<file path="config.mk">
export PLATFORM = sky130hd
export DESIGN_NAME = ht_mem_arbiter
export DESIGN_NICKNAME = d
export VERILOG_FILES = /design/src/rtl/ht_pkg.sv /design/src/rtl/ht_rr_arb2.sv /design/src/rtl/ht_mem_arbiter.sv
export SDC_FILE = /design/constraint.sdc
export NUM_CORES = 1
export LEC_CHECK = 0
export ABC_AREA = 1
export CAP_MARGIN = 20
export CORE_AREA = 3 3 515 517
export CTS_BUF_LIST = sky130_fd_sc_hd__clkbuf_4
export DETAILED_ROUTE_END_ITERATION = 6
export DIE_AREA = 0 0 518 520
export HOLD_SLACK_MARGIN = 0.08
export PLACE_DENSITY = 0.38
export SLEW_MARGIN = 20
export SYNTH_ARGS = -nofsm -noshare
export SYNTH_HDL_FRONTEND = slang
export SYNTH_SLANG_ARGS = --single-unit
export TNS_END_PERCENT = 50
</file>
<file path="constraint.sdc">
create_clock -name clk156 -period 2.45 [get_ports clk156]
set_clock_uncertainty 0.05 [all_clocks]
set_input_delay 0.735 -clock clk156 [delete_from_list [all_inputs] [get_ports clk156]]
set_output_delay 0.735 -clock clk156 [all_outputs]
set_load 0.01 [all_outputs]
</file>
<file path="src/rtl/ht_pkg.sv">
// Shared types and constants for the hash-table memory arbiter slice.
package ht_pkg;

  localparam logic [2:0] MIG_CMD_READ  = 3'b001;
  localparam logic [2:0] MIG_CMD_WRITE = 3'b000;

  typedef enum logic [1:0] {
    IDLE    = 2'd0,
    RD_CMD  = 2'd1,
    WR_XFER = 2'd2
  } state_e;

  typedef enum logic {
    REQ_RD = 1'b0,
    REQ_WR = 1'b1
  } req_e;

endpackage

</file>
<file path="src/rtl/ht_rr_arb2.sv">
// Two-way round-robin grant between lookup and write-back requesters,
// with an override that forces the write to win a contest.
module ht_rr_arb2
  import ht_pkg::*;
(
  input  logic clk156,
  input  logic rst,
  input  logic en,
  input  logic req_rd,
  input  logic req_wr,
  input  logic raw_wr_first,
  output logic gnt_rd,
  output logic gnt_wr
);

  req_e rr_last_q, rr_last_d;

  // Grant decision and round-robin pointer update
  always_comb begin
    gnt_rd    = 1'b0;
    gnt_wr    = 1'b0;
    rr_last_d = rr_last_q;
    if (en) begin
      if (req_rd && req_wr) begin
        if (raw_wr_first || (rr_last_q == REQ_RD)) begin
          gnt_wr = 1'b1;
        end else begin
          gnt_rd = 1'b1;
        end
      end else begin
        gnt_rd = req_rd;
        gnt_wr = req_wr;
      end
      // A grant is always a handshake, since ready mirrors the grant
      if (gnt_rd) begin
        rr_last_d = REQ_RD;
      end else if (gnt_wr) begin
        rr_last_d = REQ_WR;
      end else begin
        rr_last_d = rr_last_q;
      end
    end else begin
      rr_last_d = rr_last_q;
    end
  end

  // Round-robin pointer; WR after reset so the first contest goes to read
  always_ff @(posedge clk156) begin
    if (rst) begin
      rr_last_q <= REQ_WR;
    end else begin
      rr_last_q <= rr_last_d;
    end
  end

endmodule

</file>
<file path="src/rtl/ht_mem_arbiter.sv">
// Shares one MIG app command port between hash-table lookup and write-back.
// Define HT_ARB_RAW_ORDER_EN to let a same-bucket write beat a pending read.
module ht_mem_arbiter
  import ht_pkg::*;
#(
  parameter int ADDR_W = 30,
  parameter int DATA_W = 512,
  parameter int STRB_W = 64
) (
  input  logic              clk156,
  input  logic              rst,
  input  logic              rd_req_valid,
  output logic              rd_req_ready,
  input  logic [ADDR_W-1:0] rd_req_addr,
  input  logic              wr_req_valid,
  output logic              wr_req_ready,
  input  logic [ADDR_W-1:0] wr_req_addr,
  input  logic [DATA_W-1:0] wr_req_data,
  input  logic [STRB_W-1:0] wr_req_mask,
  output logic              app_en,
  output logic [2:0]        app_cmd,
  output logic [ADDR_W-1:0] app_addr,
  input  logic              app_rdy,
  output logic              app_wdf_wren,
  output logic [DATA_W-1:0] app_wdf_data,
  output logic [STRB_W-1:0] app_wdf_mask,
  output logic              app_wdf_end,
  input  logic              app_wdf_rdy,
  output logic [31:0]       rd_issued_cnt,
  output logic [31:0]       wr_issued_cnt
);

  state_e              state_q, state_d;
  logic                app_en_q, app_en_d;
  logic [2:0]          app_cmd_q, app_cmd_d;
  logic [ADDR_W-1:0]   addr_q, addr_d;
  logic [DATA_W-1:0]   wdata_q, wdata_d;
  logic [STRB_W-1:0]   wmask_q, wmask_d;
  logic                wren_q, wren_d;
  logic                cmd_done_q, cmd_done_d;
  logic                dat_done_q, dat_done_d;
  logic [31:0]         rd_issued_cnt_q, rd_issued_cnt_d;
  logic [31:0]         wr_issued_cnt_q, wr_issued_cnt_d;

  logic idle_s, gnt_rd_s, gnt_wr_s, raw_s;
  logic cmd_fire_s, dat_fire_s, cmd_done_s, dat_done_s;

`ifdef HT_ARB_RAW_ORDER_EN
  assign raw_s = rd_req_valid && wr_req_valid && (rd_req_addr == wr_req_addr);
`else
  assign raw_s = 1'b0;
`endif

  assign idle_s     = (state_q == IDLE);
  assign cmd_fire_s = app_en_q & app_rdy;
  assign dat_fire_s = wren_q & app_wdf_rdy;

  ht_rr_arb2 u_arb (
    .clk156       (clk156),
    .rst          (rst),
    .en           (idle_s),
    .req_rd       (rd_req_valid),
    .req_wr       (wr_req_valid),
    .raw_wr_first (raw_s),
    .gnt_rd       (gnt_rd_s),
    .gnt_wr       (gnt_wr_s)
  );

  assign rd_req_ready = gnt_rd_s;
  assign wr_req_ready = gnt_wr_s;

  // Transaction FSM: capture on grant, hold until the app port has taken it
  always_comb begin
    state_d         = state_q;
    app_en_d        = app_en_q;
    app_cmd_d       = app_cmd_q;
    addr_d          = addr_q;
    wdata_d         = wdata_q;
    wmask_d         = wmask_q;
    wren_d          = wren_q;
    cmd_done_d      = cmd_done_q;
    dat_done_d      = dat_done_q;
    rd_issued_cnt_d = rd_issued_cnt_q;
    wr_issued_cnt_d = wr_issued_cnt_q;
    cmd_done_s      = cmd_done_q | cmd_fire_s;
    dat_done_s      = dat_done_q | dat_fire_s;
    case (state_q)
      IDLE: begin
        if (gnt_rd_s) begin
          addr_d    = rd_req_addr;
          app_cmd_d = MIG_CMD_READ;
          app_en_d  = 1'b1;
          state_d   = RD_CMD;
        end else if (gnt_wr_s) begin
          addr_d     = wr_req_addr;
          wdata_d    = wr_req_data;
          wmask_d    = wr_req_mask;
          app_cmd_d  = MIG_CMD_WRITE;
          app_en_d   = 1'b1;
          wren_d     = 1'b1;
          cmd_done_d = 1'b0;
          dat_done_d = 1'b0;
          state_d    = WR_XFER;
        end else begin
          state_d = IDLE;
        end
      end
      RD_CMD: begin
        if (cmd_fire_s) begin
          app_en_d        = 1'b0;
          rd_issued_cnt_d = rd_issued_cnt_q + 32'd1;
          state_d         = IDLE;
        end else begin
          state_d = RD_CMD;
        end
      end
      WR_XFER: begin
        // Command and data channels retire independently, in any order
        app_en_d   = app_en_q & ~cmd_fire_s;
        wren_d     = wren_q & ~dat_fire_s;
        cmd_done_d = cmd_done_s;
        dat_done_d = dat_done_s;
        if (cmd_done_s && dat_done_s) begin
          wr_issued_cnt_d = wr_issued_cnt_q + 32'd1;
          cmd_done_d      = 1'b0;
          dat_done_d      = 1'b0;
          state_d         = IDLE;
        end else begin
          state_d = WR_XFER;
        end
      end
      default: begin
        app_en_d = 1'b0;
        wren_d   = 1'b0;
        state_d  = IDLE;
      end
    endcase
  end

  // State, captured request and counters; reset drops any in-flight command
  always_ff @(posedge clk156) begin
    if (rst) begin
      state_q         <= IDLE;
      app_en_q        <= 1'b0;
      app_cmd_q       <= 3'b000;
      addr_q          <= '0;
      wdata_q         <= '0;
      wmask_q         <= '0;
      wren_q          <= 1'b0;
      cmd_done_q      <= 1'b0;
      dat_done_q      <= 1'b0;
      rd_issued_cnt_q <= 32'd0;
      wr_issued_cnt_q <= 32'd0;
    end else begin
      state_q         <= state_d;
      app_en_q        <= app_en_d;
      app_cmd_q       <= app_cmd_d;
      addr_q          <= addr_d;
      wdata_q         <= wdata_d;
      wmask_q         <= wmask_d;
      wren_q          <= wren_d;
      cmd_done_q      <= cmd_done_d;
      dat_done_q      <= dat_done_d;
      rd_issued_cnt_q <= rd_issued_cnt_d;
      wr_issued_cnt_q <= wr_issued_cnt_d;
    end
  end

  assign app_en        = app_en_q;
  assign app_cmd       = app_cmd_q;
  assign app_addr      = addr_q;
  assign app_wdf_wren  = wren_q;
  assign app_wdf_end   = wren_q;
  assign app_wdf_data  = wdata_q;
  assign app_wdf_mask  = wmask_q;
  assign rd_issued_cnt = rd_issued_cnt_q;
  assign wr_issued_cnt = wr_issued_cnt_q;

endmodule

</file>
==> results.txt, run 1 <==
Fin crit period = 2796 ps
Maximum vdd drop = 0.3444 mV
Maximum operating frequency = 0.3576 GHz
Clock latency reported for the late side of the worst-skew pair = 1280 ps
Vias = 32,182
Worst Path Max Fanout = 2
Distinct cells, synth = 34
Ys flop type = dfxtp_1
CP arrival = 2010 ps
Total GRT Usage = 0.1515
Synthesized area = 24,880 sq um
Dpl hpwl = 178,600 um
Iter 0 DRT Violations = 1,640
DRC viols = 0
Final Max Slew Viols = 0
Hold Path Sink = app_wdf_data[371]$_SDFFE_PP0P_
Inst Count DP = 8,140
Top cell family by delay on the critical path = flip-flops
Seq cells post-synth = 678
First-pass GRT wire length = 281,500 um
Area growth syn-to-layout = 120.6%
Status = complete, but fails checks
Ys Warns = 0
Setup WS post-layout = -346.1 ps
Critical path class = register to output pin
Avg Vias per Cell = 3.467
Post-synthesis sequential area ratio = 0.5455
Worst hold path cell count = 3
Reg2Reg Setup Slack = 90 ps
Vias in the first global route = 31,577
Die width = 518 um
CP most frequent cell = buf_6
Overflow after GRT = 0
Die Area = 269,400 sq um
Vert. Die Dim = 520 um
Power per Cell Area = 624.4 nW/um^2
Clock buffer depth = 4
Std cell rows = 188
Fillers = 29,151
Buf+Inv Stages, Crit Path = 3
Initial antenna violation count = 231
Reg-to-Reg End = app_addr[11]$_SDFFE_PP0P_
Failing checks = negative setup slack
Setup total negative slack = -9106 ps
Pre-CTS WS = -894.2 ps
Detail Route Antenna Nets = 0
P_leak = 22.08 nW
Tcrit/Tclk final = 1.141
Worst EP required = 1660 ps
Layout cells sized above 1 = 0.3495
WL/cell = 22.98 um
Unrepaired setup endpoints after global routing = yes
R2r startpoint = state_q[1]$_SDFF_PP0_
Post-synth top area share = 0.5455
Crit path largest cell delay = 340 ps
Hold Path Class = primary input to register
Post-place instance area = 43,390 sq um
Final instance area = 54,900 sq um
R2r worst-path depth = 11
Non-filler cells, final = 9,282
NumNets Final = 6,183
Sink Count = 678
Routability-driven placement congestion ratio = 0.8952
Critical path's slowest cell = dfxtp_2
WHS = 297.0 ps
Final hold violations = 0
CP Cell Sequence = nor2_4 -> buf_6 -> nand3_4 -> inv_8 -> buf_6
Syn_area_per_cell = 7.489 sq um
Post-synthesis cell count = 3,322
Core Box Area = 261,600 sq um
Actual slew at the worst max-slew pin = 689.2 ps
Worst slew margin = 0.5357
Post-synth EDFFs = 0
Most area-hungry cell type in the Yosys netlist = dfxtp_1
Clk slew on worst S/H paths = 60 ps
CTS Buf Count = 217
Largest net degree at the start of global routing = 102
Crit path depth = 5
CTS root buf = clkbuf_4
Starting Density = 0.09512
MaxCap Viol Count = 0
Boundary Pins = 1,320
CTS tree = yes
Port Buf Inserts = 1,317
Finish-stage setup viols = 250
Critical path endpoint category = output pin
DRT Pass-1 Iters = 5
Ys async rst share = 0
Main area contributors after synthesis = dfxtp_1 (55%), nor2_1 (19%), o21ai_0 (13%)
Crit start category = register
Post-Route WL = 213,300 um
HP Start = wr_req_data[371]
H-tree Lvls = 4
==> registers in the layout, summed over array words and instances, names as in the netlist <==
register and cells:
u_arb.rr_last_q 1, state_q 2, app_wdf_end 1, cmd_done_q 1, app_cmd 1, dat_done_q 1
rd_issued_cnt 32, app_wdf_mask 64, app_en 1, wr_issued_cnt 32, app_wdf_data 512, app_addr 30
==> where the power goes <==
part | leakage, nW | internal [W] | switching, W
sequential | 5.85 | 0.0123 | 0.000880
combinational | 14.7 | 0.00483 | 0.00455
clock | 1.54 | 0.00586 | 0.00581
==> worst reg2reg max path, cell delays in order, from the launching register on <==
cell and delay (ps):
dfxtp_2 340, nor2_4 120, buf_6 130, nand3_4 90, buf_4 150, buf_4 190
buf_12 180, o21ai_0 210, nand2_1 70, dlygate4sd3_1 570, o211ai_1 90, inv_1 60
==> final cells by class <==
type | count | area [sq um] | share of cell area
Antenna cell | 85 | 212.7 | 0.003875
Inverter | 118 | 460.4 | 0.008387
Tap cell | 3515 | 4398 | 0.08011
Clock buffer | 304 | 2282 | 0.04157
Timing Repair Buffer | 2217 | 22700 | 0.4135
Sequential cell | 678 | 14590 | 0.2658
Multi-Input combinational cell | 2307 | 9931 | 0.1809
Clock inverter | 58 | 321.6 | 0.005858
==> timing repair <==
item / in CTS / in global routing
hold buffers: 601 / 0
endpoints found under the setup margin: 676 / 681
resized for setup: 2859 / 1684
endpoints found under the hold margin: 573 / 0
buffers inserted: 71 / 24
pin swaps: 1 / 1
==> logic make-up after synthesis <==
family | Yosys count | synth area share
xor gates and xnor gates | 6 | 0.002113
and+or+nand+nor | 1605 | 0.2524
adders and majority gates | 2 | 0.001006
other | 1 | 0.0001507
DFF | 678 | 0.5455
AOI/OAI and AO/OA | 692 | 0.1428
buffers and inverters | 338 | 0.05597
==> stage by stage <==
step | util | total power (W)
5_1_grt | 0.2094 | 0.03644
4_1_cts | 0.2036 | 0.03451
3_5_place_dp | 0.1659 | 0.02124
2_1_floorplan | - | 0.01571
6_report | 0.2099 | 0.03428
3_3_place_gp | 0.1659 | 0.02122
==> how the worst max path moves through the flow <==
stage | startpoint | end | slack [ps]
after floorplan | rd_req_valid | wr_req_ready | 270
after global placement | wr_req_valid | app_wdf_data[98]$_SDFFE_PP0P_ | -940
after detailed placement | wr_req_valid | app_wdf_data[98]$_SDFFE_PP0P_ | -890
after CTS | state_q[0]$_SDFF_PP0_ | wr_req_ready | -640
after global routing | state_q[1]$_SDFF_PP0_ | wr_req_ready | -620
final | state_q[1]$_SDFF_PP0_ | wr_req_ready | -350
==> per-layer routing <==
metal | wire length (um) | global-route usage | share of wire
met3 | 22660 | 0.07318 | 0.11
met4 | 4851 | 0.02758 | 0.023
met1 | 89920 | 0.1839 | 0.42
met5 | 931 | 0 | 0.0044
met2 | 94980 | 0.2436 | 0.45
==> layout by cell type, fill, tap and decap left out, types with 8 or more instances in the layout <==
cell type	netlist	routed
o211ai_1	31	31
dlygate4sd3_1	0	601
clkinv_1	0	41
buf_4	7	273
nand4_1	22	22
nor2_1	1272	1272
diode_2	0	85
a21oi_1	30	30
nand2_1	232	232
clkdlybuf4s50_1	0	641
o21ai_0	626	626
nor3_1	9	9
nand3_1	48	47
clkbuf_4	0	304
dfxtp_1	678	8
buf_12	0	30
inv_1	115	114
buf_6	1	655
dfxtp_4	0	72
dfxtp_2	0	598
buf_8	0	15
==> synth_stat cells (2+ instances only) <==
| master | count |
|---|---|
| a21oi_1 | 30 |
| and2_1 | 2 |
| buf_1 | 3 |
| buf_2 | 72 |
| buf_4 | 7 |
| clkbuf_1 | 137 |
| dfxtp_1 | 678 |
| ha_1 | 2 |
| inv_1 | 115 |
| inv_2 | 3 |
| nand2_1 | 232 |
| nand3_1 | 48 |
| nand3_2 | 2 |
| nand3_4 | 2 |
| nand4_1 | 22 |
| nor2_1 | 1272 |
| nor2_2 | 2 |
| nor2_4 | 7 |
| nor3_1 | 9 |
| nor3b_1 | 4 |
| o211ai_1 | 31 |
| o21ai_0 | 626 |
| xnor2_1 | 3 |
| xor2_1 | 3 |
Power figures use the tool's default switching activity.
==> inputs of run 2 (changes only) <==
--- a/config.mk
+++ b/config.mk
@@ -6,11 +6,11 @@
 export NUM_CORES = 1
 export LEC_CHECK = 0
 export ABC_AREA = 1
-export CAP_MARGIN = 20
 export CORE_AREA = 3 3 515 517
 export CTS_BUF_LIST = sky130_fd_sc_hd__clkbuf_4
 export DETAILED_ROUTE_END_ITERATION = 6
 export DIE_AREA = 0 0 518 520
+export GPL_TIMING_DRIVEN = 0
 export HOLD_SLACK_MARGIN = 0.08
 export PLACE_DENSITY = 0.38
 export SLEW_MARGIN = 20
==> run 2 against run 1 <==
Net effect: critical endpoint unchanged; sequential share of layout area increased by 0.95 points; design area decreased by 2.8%; largest cell class unchanged; global-route usage increased by 0.96 points; core utilization decreased by 0.59 points; non-clock buffer count decreased by 56; flip-flop and latch count unchanged; the flow still finishes with violations (negative setup slack); power decreased by 0.27%; highest routed layer unchanged; sequential power about the same; die area unchanged; critical path depth increased by 1.
==> results.txt, run 2 (synthesized netlist as in run 1, its figures left out) <==
Final instance area = 53,340 sq um (-2.8%)
Final Max Slew Viols = 0 (unchanged)
Vias in the first global route = 31,691 (+0.36%)
Maximum operating frequency = 0.3334 GHz (-6.8%)
Layout cells sized above 1 = 0.3376 (-0.01192)
Post-Route WL = 227,300 um (+6.6%)
Dpl hpwl = 194,100 um (+8.7%)
Vias = 32,326 (+0.45%)
Setup total negative slack = -8057 ps (+1048 ps)
WL/cell = 24.72 um (+7.6%)
Largest net degree at the start of global routing = 19 (-81%)
Clock latency reported for the late side of the worst-skew pair = 1220 ps (-60 ps)
Clock buffer depth = 4 (unchanged)
DRT Pass-1 Iters = 5 (unchanged)
DRC viols = 0 (unchanged)
Setup WS post-layout = -549.5 ps (-203.4 ps)
Clk slew on worst S/H paths = 60 ps (about the same)
Die Area = 269,400 sq um (unchanged)
Unrepaired setup endpoints after global routing = yes
Post-place instance area = 42,470 sq um (-2.1%)
Routability-driven placement congestion ratio = 0.9478 (+5.9%)
Boundary Pins = 1,320 (unchanged)
MaxCap Viol Count = 0 (unchanged)
Std cell rows = 188 (unchanged)
Total GRT Usage = 0.1610 (+0.009555)
CP arrival = 2210 ps (+200 ps)
Sink Count = 678 (unchanged)
Crit path largest cell delay = 350 ps (about the same)
Iter 0 DRT Violations = 1,850 (+13%)
Avg Vias per Cell = 3.515 (+1.4%)
CP Cell Sequence = nor2_4 -> buf_6 -> nand3_4 -> inv_16 -> clkbuf_16 -> buf_6
Maximum vdd drop = 0.3226 mV (-6.3%)
Die width = 518 um (unchanged)
Hold Path Class = primary input to register
CTS root buf = clkbuf_4
Core Box Area = 261,600 sq um (unchanged)
Area growth syn-to-layout = 114.4%
WHS = 262.2 ps (-34.87 ps)
Overflow after GRT = 0 (unchanged)
Register area = 14,680 sq um (+0.63%)
Starting Density = 0.09512 (unchanged)
Finish-stage setup viols = 169 (-32%)
Status = complete, but fails checks
First-pass GRT wire length = 293,200 um (+4.2%)
Worst EP required = 1660 ps (about the same)
Vert. Die Dim = 520 um (unchanged)
P_leak = 21.33 nW (-3.4%)
CP most frequent cell = buf_6
Fillers = 29,414 (+0.90%)
Area occupied by multi-input gates = 9931 sq um (unchanged)
Most frequent cells in the layout = nor2_1 (1,272), buf_6 (654), clkdlybuf4s50_1 (640)
Most common cell after layout, fill and taps aside = nor2_1
Detail Route Antenna Nets = 0 (unchanged)
Critical path's slowest cell = dfxtp_4
Port Buf Inserts = 1,316 (-0.076%)
Initial antenna violation count = 184 (-20%)
Critical path endpoint category = output pin
Tcrit/Tclk final = 1.224 (+0.08302)
Critical path class = register to output pin
Failing checks = negative setup slack
Power per Cell Area = 640.9 nW/um^2 (+2.6%)
Final hold violations = 0 (unchanged)
Max FFs per register = 512 (unchanged)
CTS Buf Count = 216 (-0.46%)
Worst slew margin = 0.3727 (-0.1630)
CTS tree = yes
Actual slew at the worst max-slew pin = 931.1 ps (+242.0 ps)
Crit start category = register
NumNets Final = 6,126 (-0.92%)
H-tree Lvls = 4 (unchanged)
Fin crit period = 3000 ps (+203.4 ps)
Worst Path Max Fanout = 2 (unchanged)
==> run 2: cell count changes in the layout (fill, tap and decap cells not counted), sizes merged <==
| cell | before | now |
|---|---|---|
| clkbuf | 304 | 438 |
| buf | 974 | 876 |
| dlygate4sd3 | 601 | 508 |
| diode | 85 | 62 |
| clkinv | 51 | 48 |
| clkinvlp | 3 | 0 |
| inv | 120 | 123 |
| bufinv | 2 | 1 |
| clkdlybuf4s15 | 1 | 0 |
| clkdlybuf4s50 | 641 | 640 |
==> run 2: path summary, 6_finish.rpt <==
check                          start                              to  slack (ps)  depth (start not counted)
max reg2reg    state_q[1]$_SDFF_PP0_  app_wdf_data[213]$_SDFFE_PP0P_        -270                          8
min reg2reg  dat_done_q$_SDFFE_PP0P_         dat_done_q$_SDFFE_PP0P_         430                          2
max            state_q[1]$_SDFF_PP0_                    wr_req_ready        -550                          6
min                 wr_req_data[474]  app_wdf_data[474]$_SDFFE_PP0P_         260                          3
==> run 2: area by class of cell <==
cell class,instances,area share
Multi-Input combinational cell,2307,0.1862
Timing Repair Buffer,1942,0.3780
Clock buffer,301,0.04236
Antenna cell,62,0.002909
Clock inverter,54,0.005559
Sequential cell,678,0.2753
Tap cell,3515,0.08245
Buffer,219,0.01853
Inverter,118,0.008749
==> run 2: worst max-delay path, delay by kind of cell, from the launching register on <==
kind	cells	cell delay, ps
buffers and inverters	4	420
flip-flops	1	350
AND/OR/NAND/NOR	2	280
==> run 2: timing repair <==
action	in CTS	in global routing
pin swaps	3	1
resized for setup	2838	1644
setup endpoints to repair	1282	1096
endpoints found under the hold margin	506	0
buffers inserted	94	23
hold buffers	508	0
==> run 2: through the flow <==
step,cells,setup WS (ps),power (W),util
2_1_floorplan,3323,274.9,0.01571,-
3_3_place_gp,8154,-2188,0.02137,0.1623
3_5_place_dp,8155,-2232,0.02142,0.1624
4_1_cts,9111,-822.4,0.03461,0.1997
5_1_grt,9159,-802.7,0.03615,0.2036
6_report,9196,-549.5,0.03419,0.2039
==> run 2: power breakdown <==
group          switching, W  internal [W]  total [W]
logic               0.00484       0.00459    0.00943
registers          0.000960        0.0123     0.0133
clock network       0.00574       0.00572     0.0115
==> run 2: per-layer routing <==
metal / vias to the layer above / wire length, um / track usage
li1: 15198 / - / -
met1: 14921 / 93130 / 0.1932
met2: 1640 / 103100 / 0.2625
met3: 443 / 24640 / 0.07188
met4: 124 / 5676 / 0.03753
met5: - / 776 / 0
==> inputs of run 3 (changes only) <==
--- a/config.mk
+++ b/config.mk
@@ -13,6 +13,7 @@
 export GPL_TIMING_DRIVEN = 0
 export HOLD_SLACK_MARGIN = 0.08
 export PLACE_DENSITY = 0.38
+export RECOVER_POWER = 100
 export SLEW_MARGIN = 20
 export SYNTH_ARGS = -nofsm -noshare
 export SYNTH_HDL_FRONTEND = slang
==> run 3 against run 2 <==
Net effect: sequential power about the same; first-iteration DRC count up 6.1%; the flow finishes with violations (design-rule violations, negative setup slack); critical endpoint unchanged; wire length about the same; global-route usage unchanged; power about the same; clock power about the same; largest cell class unchanged; hold slack about the same.
==> results.txt, run 3 (synthesized netlist as in run 1, its figures left out) <==
Status = complete, but fails checks
Failing checks = design-rule violations, negative setup slack
Total GRT Usage = 0.1610 (unchanged)
Core Box Area = 261,600 sq um (unchanged)
WHS = 261.9 ps (-0.2680 ps)
Worst EP required = 1660 ps (about the same)
Tcrit/Tclk final = 1.227 (+0.002654)
H-tree Lvls = 4 (unchanged)
DRC viols = 1 (+1)
Port Buf Inserts = 1,316 (unchanged)
Register area = 14,680 sq um (about the same)
Most frequent cells in the layout = nor2_1 (1,276), buf_6 (653), clkdlybuf4s50_1 (640)
Fin crit period = 3006 ps (+6.502 ps)
Std cell rows = 188 (unchanged)
Power per Cell Area = 641.8 nW/um^2 (+0.14%)
Vias in the first global route = 31,691 (unchanged)
WL/cell = 24.72 um (about the same)
Finish-stage setup viols = 235 (+39%)
Clock buffer depth = 4 (unchanged)
Critical path endpoint category = output pin
Fillers = 29,428 (+0.048%)
Max FFs per register = 512 (unchanged)
P_leak = 21.31 nW (about the same)
Maximum operating frequency = 0.3327 GHz (-0.22%)
MaxCap Viol Count = 0 (unchanged)
Dpl hpwl = 194,100 um (unchanged)
Setup WS post-layout = -556.0 ps (-6.502 ps)
Iter 0 DRT Violations = 1,963 (+6.1%)
Area growth syn-to-layout = 114.1%
Initial antenna violation count = 184 (unchanged)
DRT Pass-1 Iters = 7 (+2)
Post-Route WL = 227,400 um (about the same)
Most common cell after layout, fill and taps aside = nor2_1
Area occupied by multi-input gates = 9873 sq um (-0.58%)
Die Area = 269,400 sq um (unchanged)
Final hold violations = 0 (unchanged)
CTS tree = yes
Largest net degree at the start of global routing = 19 (unchanged)
Layout cells sized above 1 = 0.3351 (-0.002492)
Worst Path Max Fanout = 2 (unchanged)
Crit start category = register
Vert. Die Dim = 520 um (unchanged)
Unrepaired setup endpoints after global routing = yes
Critical path class = register to output pin
NumNets Final = 6,126 (unchanged)
Overflow after GRT = 0 (unchanged)
Detail Route Antenna Nets = 0 (unchanged)
Hold Path Class = primary input to register
Avg Vias per Cell = 3.512 (-0.10%)
Final Max Slew Viols = 0 (unchanged)
Routability-driven placement congestion ratio = 0.9478 (unchanged)
Clk slew on worst S/H paths = 60 ps (about the same)
Setup total negative slack = -14,650 ps (-6589 ps)
Vias = 32,307 (-0.059%)
Die width = 518 um (unchanged)
Boundary Pins = 1,320 (unchanged)
First-pass GRT wire length = 293,200 um (unchanged)
CTS Buf Count = 216 (unchanged)
Maximum vdd drop = 0.3238 mV (+0.36%)
Starting Density = 0.09512 (unchanged)
Pre-CTS WS = -2232 ps (unchanged)
Clock latency reported for the late side of the worst-skew pair = 1220 ps (about the same)
CP arrival = 2220 ps (about the same)
Actual slew at the worst max-slew pin = 952.0 ps (+20.84 ps)
CTS root buf = clkbuf_4
Worst slew margin = 0.3654 (-0.007330)
Sink Count = 678 (unchanged)
## run 3: metal layers
layer | global-route usage | part of all wire | vias up
met5 | 0 | 0.0034 | -
met4 | 0.03753 | 0.025 | 122
met3 | 0.07188 | 0.11 | 450
met2 | 0.2625 | 0.45 | 1611
met1 | 0.1932 | 0.41 | 14928
li1 | - | - | 15196
## run 3: timing repair
action                                  4_1_cts  5_1_grt
gates resized for setup                    2838     1644
buffers inserted                             94       23
endpoints found under the hold margin       506        0
endpoints found under the setup margin     1282     1096
pin swaps                                     3        1
cloned                                        0        0
hold buffers                                508        0
## run 3: report_power, final
group          switching [W]  leakage, nW  internal [W]
combinational        0.00484         13.9       0.00459
clock                0.00574         1.53       0.00572
sequential          0.000958         5.86        0.0123
total                 0.0115         21.3        0.0227
## run 3: cell type report
type | count | area share
diodes | 66 | 0.003101
plain buffers | 219 | 0.01818
clock buffers | 301 | 0.04242
clock inverters | 54 | 0.005567
inverters | 118 | 0.008762
multi-input cells | 2307 | 0.1854
flip-flops and latches | 678 | 0.2756
well taps | 3515 | 0.08257
repair buffers | 1942 | 0.3785
## run 3: critical path, cell delays in order (launching register included)
cell	delay [ps]
dfxtp_4	350
nor2_4	110
buf_6	110
nand3_4	170
inv_16	100
clkbuf_16	120
buf_6	90
## run 3: worst paths after layout
check / endpoint / start / cells past startpoint / slack (ps)
min: app_wdf_data[474]$_SDFFE_PP0P_ / wr_req_data[474] / 3 / 260
max: wr_req_ready / state_q[1]$_SDFF_PP0_ / 6 / -560
min reg2reg: dat_done_q$_SDFFE_PP0P_ / dat_done_q$_SDFFE_PP0P_ / 2 / 430
max reg2reg: app_wdf_data[213]$_SDFFE_PP0P_ / state_q[1]$_SDFF_PP0_ / 8 / -250
## run 3: per-stage QoR
| step | cell area (sq um) | power, W | cells | util |
|---|---|---|---|---|
| 3_3_place_gp | 42450 | 0.02137 | 8154 | 0.1623 |
| 3_5_place_dp | 42470 | 0.02142 | 8155 | 0.1624 |
| 5_1_grt | 53160 | 0.03614 | 9159 | 0.2032 |
| 4_1_cts | 52220 | 0.03461 | 9111 | 0.1997 |
| 2_1_floorplan | 24880 | 0.01571 | 3323 | - |
| 6_report | 53270 | 0.03419 | 9200 | 0.2036 |
